==> src/rtl/preg_freelist_pkg.sv <==
// Shared rename-stage types for the physical-register free list.
// PREG_NUM physical registers; the first ARCH_REGS hold the initial
// architectural mapping and never start out in the free list.
package preg_freelist_pkg;

  localparam int unsigned PREG_NUM  = 64;
  localparam int unsigned ARCH_REGS = 32;
  localparam int unsigned PREG_W    = $clog2(PREG_NUM);
  localparam int unsigned FL_DEPTH  = PREG_NUM - ARCH_REGS;

  typedef logic [PREG_W-1:0] preg_addr_t;

  // Free-list pointer: index bits plus one wrap bit.
  typedef logic [$clog2(FL_DEPTH):0] fl_ptr_t;

  // Reset contents of free-list slot i.
  function automatic preg_addr_t reset_entry(input int unsigned i);
    return preg_addr_t'(ARCH_REGS + i);
  endfunction

endpackage

==> src/rtl/preg_freelist_compact.sv <==
// Release-port compaction: maps the per-port release strobes to
// consecutive write slots (exclusive prefix sum) and a total count.
module freelist_compact #(
  parameter int unsigned PORTS = 2,
  localparam int unsigned SW   = $clog2(PORTS + 1)
) (
  input  logic [PORTS-1:0]         valid,
  output logic [PORTS-1:0][SW-1:0] slot,
  output logic [SW-1:0]            total
);

  logic [SW-1:0] run;

  // Running count of lower-numbered valid ports gives each port its slot.
  always_comb begin
    run  = '0;
    slot = '0;
    for (int unsigned p = 0; p < PORTS; p++) begin
      slot[p] = run;
      run     = run + SW'(valid[p]);
    end
    total = run;
  end

endmodule

==> src/rtl/preg_freelist.sv <==
// Physical-register free list for rename. Circular buffer with a
// speculative allocate pointer (head), a committed allocate pointer
// (cmt_head) for single-cycle flush recovery, and a free pointer (tail).
// Optional checking: define FREELIST_CHECK_EN to build the sticky fl_err
// logic; otherwise fl_err is tied low.
module preg_freelist #(
  parameter int unsigned ALLOC_PORTS = 2,
  parameter int unsigned FREE_PORTS  = 2,
  parameter int unsigned FL_DEPTH    = preg_freelist_pkg::FL_DEPTH
) (
  input  logic                                          clk,
  input  logic                                          reset,
  input  logic                                          alloc_req,
  input  logic [$clog2(ALLOC_PORTS+1)-1:0]              alloc_num,
  output logic                                          alloc_ready,
  output preg_freelist_pkg::preg_addr_t [ALLOC_PORTS-1:0] alloc_addr,
  input  logic [$clog2(ALLOC_PORTS+1)-1:0]              commit_num,
  input  logic [FREE_PORTS-1:0]                         free_valid,
  input  preg_freelist_pkg::preg_addr_t [FREE_PORTS-1:0]  free_addr,
  input  logic                                          flush,
  output logic [$clog2(FL_DEPTH+1)-1:0]                 free_count,
  output logic                                          fl_err
);

  import preg_freelist_pkg::*;

  localparam int unsigned IDX_W  = $clog2(FL_DEPTH);
  localparam int unsigned PTR_W  = IDX_W + 1;
  localparam int unsigned CNT_W  = $clog2(FL_DEPTH + 1);
  localparam int unsigned SLOT_W = $clog2(FREE_PORTS + 1);

  typedef logic [PTR_W-1:0] ptr_t;
  typedef logic [IDX_W-1:0] idx_t;

  preg_addr_t fifo [FL_DEPTH];
  ptr_t       head;
  ptr_t       cmt_head;
  ptr_t       tail;

  ptr_t       occ;
  ptr_t       space;
  ptr_t       head_adv;
  ptr_t       head_nxt;
  ptr_t       free_adv;

  logic [FREE_PORTS-1:0]             free_live;
  logic [FREE_PORTS-1:0]             free_accept;
  logic [FREE_PORTS-1:0][SLOT_W-1:0] free_slot;
  logic [SLOT_W-1:0]                 free_total;
  idx_t [FREE_PORTS-1:0]             wr_idx;

  // Releases of preg 0 never enter the list.
  always_comb begin
    for (int unsigned p = 0; p < FREE_PORTS; p++) begin
      free_live[p] = free_valid[p] && (free_addr[p] != '0);
    end
  end

  freelist_compact #(
    .PORTS (FREE_PORTS)
  ) u_compact (
    .valid (free_live),
    .slot  (free_slot),
    .total (free_total)
  );

  // Occupancy, room for releases, and the next allocate pointer.
  always_comb begin
    occ         = tail - head;
    space       = ptr_t'(FL_DEPTH) - occ;
    free_count  = CNT_W'(occ);
    alloc_ready = (occ >= ptr_t'(ALLOC_PORTS));
    head_adv    = head;
    if (alloc_req && alloc_ready && !flush) begin
      head_adv = head + ptr_t'(alloc_num);
    end
    head_nxt = flush ? (cmt_head + ptr_t'(commit_num)) : head_adv;
    free_adv = (ptr_t'(free_total) > space) ? space : ptr_t'(free_total);
  end

  // Per-port accept (slots past the remaining room overflow) and write index.
  always_comb begin
    for (int unsigned p = 0; p < FREE_PORTS; p++) begin
      free_accept[p] = free_live[p] && (ptr_t'(free_slot[p]) < space);
      wr_idx[p]      = tail[IDX_W-1:0] + IDX_W'(free_slot[p]);
    end
  end

  // Next free addresses, read purely from registered state.
  always_comb begin
    idx_t rd_idx;
    rd_idx     = '0;
    alloc_addr = '0;
    for (int unsigned i = 0; i < ALLOC_PORTS; i++) begin
      rd_idx        = head[IDX_W-1:0] + IDX_W'(i);
      alloc_addr[i] = fifo[rd_idx];
    end
  end

  // Pointer update; flush rolls head back to the committed copy.
  always_ff @(posedge clk) begin
    if (reset) begin
      head     <= '0;
      cmt_head <= '0;
      tail     <= ptr_t'(FL_DEPTH);
    end else begin
      head     <= head_nxt;
      cmt_head <= cmt_head + ptr_t'(commit_num);
      tail     <= tail + free_adv;
    end
  end

  // Storage: reset image, then compacted releases written at tail.
  always_ff @(posedge clk) begin
    if (reset) begin
      for (int unsigned i = 0; i < FL_DEPTH; i++) begin
        fifo[i] <= reset_entry(i);
      end
    end else begin
      for (int unsigned p = 0; p < FREE_PORTS; p++) begin
        if (free_accept[p]) begin
          fifo[wr_idx[p]] <= free_addr[p];
        end
      end
    end
  end

`ifdef FREELIST_CHECK_EN
  logic err_zero;
  logic err_full;
  logic err_alloc;
  logic err_commit;
  ptr_t inflight;

  // Protocol violations seen this cycle.
  always_comb begin
    err_zero = 1'b0;
    for (int unsigned p = 0; p < FREE_PORTS; p++) begin
      if (free_valid[p] && (free_addr[p] == '0)) begin
        err_zero = 1'b1;
      end
    end
    err_full   = |(free_live & ~free_accept);
    err_alloc  = alloc_req && (ptr_t'(alloc_num) > occ);
    inflight   = head_adv - cmt_head;
    err_commit = (ptr_t'(commit_num) > inflight);
  end

  // Sticky error flag, cleared only by reset.
  always_ff @(posedge clk) begin
    if (reset) begin
      fl_err <= 1'b0;
    end else if (err_zero || err_full || err_alloc || err_commit) begin
      fl_err <= 1'b1;
    end
  end

  // Immediate checks mirroring each fl_err source.
  always_ff @(posedge clk) begin
    if (!reset) begin
      assert (!err_zero)   else $error("preg_freelist: release of preg 0");
      assert (!err_full)   else $error("preg_freelist: release while full");
      assert (!err_alloc)  else $error("preg_freelist: alloc_num exceeds free_count");
      assert (!err_commit) else $error("preg_freelist: commit passes head");
    end
  end
`else
  assign fl_err = 1'b0;
`endif

endmodule
==> config.mk <==
export PLATFORM = sky130hd
export DESIGN_NAME = preg_freelist
export DESIGN_NICKNAME = d
export VERILOG_FILES = /design/src/rtl/preg_freelist_pkg.sv /design/src/rtl/preg_freelist_compact.sv /design/src/rtl/preg_freelist.sv
export SDC_FILE = /design/constraint.sdc
export NUM_CORES = 1
export LEC_CHECK = 0
export BUFFER_PORTS_ARGS = -buffer_cell sky130_fd_sc_hd__buf_4
export CORE_ASPECT_RATIO = 0.75
export CORE_MARGIN = 3
export CORE_UTILIZATION = 59
export CTS_BUF_LIST = sky130_fd_sc_hd__clkbuf_4
export CTS_CLUSTER_SIZE = 8
export DETAILED_ROUTE_END_ITERATION = 8
export GPL_TIMING_DRIVEN = 0
export PLACE_DENSITY = 0.89
export SYNTH_ARGS = -nofsm -noshare
export SYNTH_HDL_FRONTEND = slang
export SYNTH_SLANG_ARGS = --single-unit
==> constraint.sdc <==
create_clock -name clk -period 5 [get_ports clk]
set_input_delay 0.5 -clock clk [delete_from_list [all_inputs] [get_ports clk]]
set_output_delay 0.5 -clock clk [all_outputs]
set_load 0.01 [all_outputs]
==> flow_metrics.py <==
metrics = {
    "global_routing": {
        "grt_pass1_vias": 12300,
        "grt_start_max_net_pins": 16,
        "grt_pass1_wl_mm": 88.3,
        "grt_remaining_overflow": 0,
        "antenna_found_initial": 7,
        "track_usage_pct": 47.4,
    },
    "setup_path": {
        "worstPathRequired_ns": 4.50,
        "crit_fanout": 10,
        "critical_path_class": "reg -> out",
        "rr_startpoint": "tail[1]",
        "r2r_cells": 11,
        "endpoint_kind": "output pin",
        "worstPathArrival_ns": 4.49,
        "r2r_end": "fifo[21][3]",
        "reg2reg_slack_ns": 0.24,
        "start_kind": "flop",
    },
    "logic_synthesis": {
        "synth-edff-count": 192,
        "ys_seq_area_share_pct": 43.1,
        "ys.flop_type": "edfxtp_1",
        "ys_types": 78,
        "ys_seq_elements": 215,
        "synth_cells": 1158,
        "syn-cell-area_um2": 14400,
        "ys_warn_count": 0,
        "async_flop_share_pct": 0,
        "syn_avg_cell_area_um2": 12.5,
    },
    "timing": {
        "setup_viol": 0,
        "rsz0062_at_grt": "no",
        "finalCritPeriodShare_pct": 99.7,
        "tightest_slew_ns": 1.63,
        "hold_viol_final": 0,
        "timing.slew.headroom_pct": -9.30,
        "skew_ns": 0.110,
        "max_freq_ghz": 0.201,
        "fin_tns_setup_ns": 0,
        "layout_min_cycle_time_ns": 4.99,
        "slew_violations": 25,
    },
    "cells_and_area": {
        "regArea_um2": 6230,
        "multiInputGateArea_um2": 7750,
        "drive_above_1_share_pct": 28.2,
        "layout_commonest_cell": "edfxtp_1",
        "nFillCells": 1782,
        "final_cell_area_um2": 16000,
        "area_growth_syn_to_layout_pct": 10.8,
        "final_cell_mix": "edfxtp_1 (192), mux4_2 (120), nor2_1 (105), clkbuf_4 (77), nand2_1 (63)",
        "fin_cells": 1628,
        "final_nets": 1310,
        "post-route-util_pct": 68.0,
    },
    "min_path": {
        "whs_path_depth": 3,
        "worstHoldStart": "flush",
        "hold_class": "in -> reg",
        "hold_end": "head[1]",
    },
    "place": {
        "placed_cells": 1524,
        "place_area_um2": 15200,
        "place.gp.congestion": 1.07,
        "hpwlAfterDp_mm": 45.8,
        "numPortBuffers": 37,
    },
    "detailed_routing": {
        "num_vias": 13100,
        "drt-initial-drc-count": 2651,
        "wl_per_cell_um": 38.6,
        "vias_per_cell": 8.03,
        "drt_pre_antenna_iters": 7,
        "drt-total-wl_mm": 62.8,
        "postRouteAntennaNets": 0,
        "drc": 0,
    },
    "clock_tree": {
        "htreeDepth": 2,
        "path_clk_slew_ns": 0.07,
        "cts_root_buf": "clkbuf_4",
        "cts_tree": "built",
        "clk_latency_ns": 0.78,
        "cts.sink_count": 215,
        "numCtsBuffers": 54,
        "clockBufferDepth": 3,
    },
    "die": {
        "die_y_um": 141,
        "coreArea_um2": 23500,
        "initial_core_util_pct": 61.3,
        "dieWidth_um": 187,
        "die_area_um2": 26400,
        "core.rowCount": 48,
        "io_pins": 42,
    },
    "power_and_ir_drop": {
        "p_sw_uw": 3590,
        "totalPowerFinal_uw": 7620,
        "netSwitchingFraction_pct": 47.2,
        "seq_power_share_pct": 29.3,
        "ir_drop_mv": 0.703,
        "pwr-share-comb_pct": 50.6,
        "p_per_area_nw_per_um2": 476,
        "leakage_uw": 0.00499,
        "internal-power_uw": 4030,
        "clockPowerShare_pct": 20.0,
    },
    "outcome": {
        "violations": "capacitance limit, slew limit",
        "run_status": "complete, but fails checks",
    },
    "run": {
        "maxCapViolations": 6,
    },
}
-- registers in the layout, summed over array words and instances, names as in the netlist, named ones only --
| signal | count |
|---|---|
| head | 6 |
| fifo | 192 |
| tail | 6 |
| cmt_head | 6 |
-- metrics by stage --
stage	setup WS [ns]	hold slack (ns)
floorplan	0.240	0.483
global placement	-1.39	0.499
detailed placement	-1.05	0.503
CTS	0.00177	0.107
global route	0.0341	0.104
finish	0.0142	0.115
-- synthesized netlist by cell type (all sizes together), types with 12 or more instances --
cell type	number	area, µm²
a22o	30	263
edfxtp	192	5770
ha	23	288
clkbuf	59	221
a22oi	51	383
mux2	20	225
mux4	120	2700
o21ai	36	180
nor2	107	407
a21oi	25	129
inv	32	120
dfxtp	23	460
o211ai	12	95.1
a211oi	26	383
a31oi	27	169
a21o	20	150
nand2	66	253
buf	42	233
o31ai	21	171
nand3	30	163
a211o	24	210
xor2	12	120
nand4	13	81.3
-- power by group through the flow --
stage          sequential [µW]  combinational (µW)  clock, µW
6_report                  2240                3860       1530
5_1_grt                   2250                3970       1570
3_5_place_dp              2270                3570          0
3_3_place_gp              2250                3510          0
2_1_floorplan             2210                2390          0
4_1_cts                   2230                3620       1490
-- layout make-up --
class,count,share of cell area (%)
Antenna cell,2,0.0313
Clock buffer,77,3.61
Multi-Input combinational cell,812,48.4
Buffer,101,3.11
Sequential cell,215,38.9
Tap cell,325,2.54
Clock inverter,19,0.524
Inverter,33,0.774
Timing Repair Buffer,44,2.06
-- per-layer routing --
layer / wire, µm / up-vias / GRT usage, %
met1: 21300 / 6273 / 61.3
met3: 12600 / 324 / 27.5
met4: 3960 / 13 / 21.9
met2: 24700 / 1509 / 64.4
li1: - / 4948 / -
met5: 170 / - / 2.38
-- worst max-delay path, cell delays in order, from the launching register on --
cell	delay [ns]
dfxtp_1	0.40
ha_1	0.48
clkdlybuf4s15_2	0.52
buf_2	0.58
mux4_2	0.68
mux4_2	0.58
mux2_2	0.30
buf_4	0.15
-- repair_timing --
item                       4_1_cts  5_1_grt
gates resized for setup         20       22
pin swaps                        2        0
buffers inserted                 4        2
setup endpoints to repair      101       65
hold buffers                     0        0
hold endpoints to repair         0        0
-- worst max-delay path by stage --
stage                 start       endpoint  slack (ns)  depth (start not counted)
2_1_floorplan  free_addr[1]     fifo[2][0]        0.24                         15
3_3_place_gp   free_addr[1]     fifo[2][0]       -1.39                         15
3_5_place_dp   free_addr[1]    fifo[24][3]       -1.05                         15
4_1_cts                flop  alloc_addr[0]       0.002                          6
5_1_grt             tail[1]        tail[5]        0.03                         17
6_report            head[0]  alloc_addr[8]        0.01                          7
-- cell families (layout without fill, tap and decap cells) --
logic type,after synthesis,in the layout,synth area share (%)
buffers and inverters,134,274,4.00
DFF,215,215,43.1
other,1,6,0.0260
xor gates and xnor gates,23,23,1.60
and+or+nand+nor,281,281,9.19
AOI/OAI and AO/OA,330,330,18.8
adders and majority gates,27,27,2.55
muxes,147,147,20.8
No activity file was read; power rests on OpenSTA's default activity.
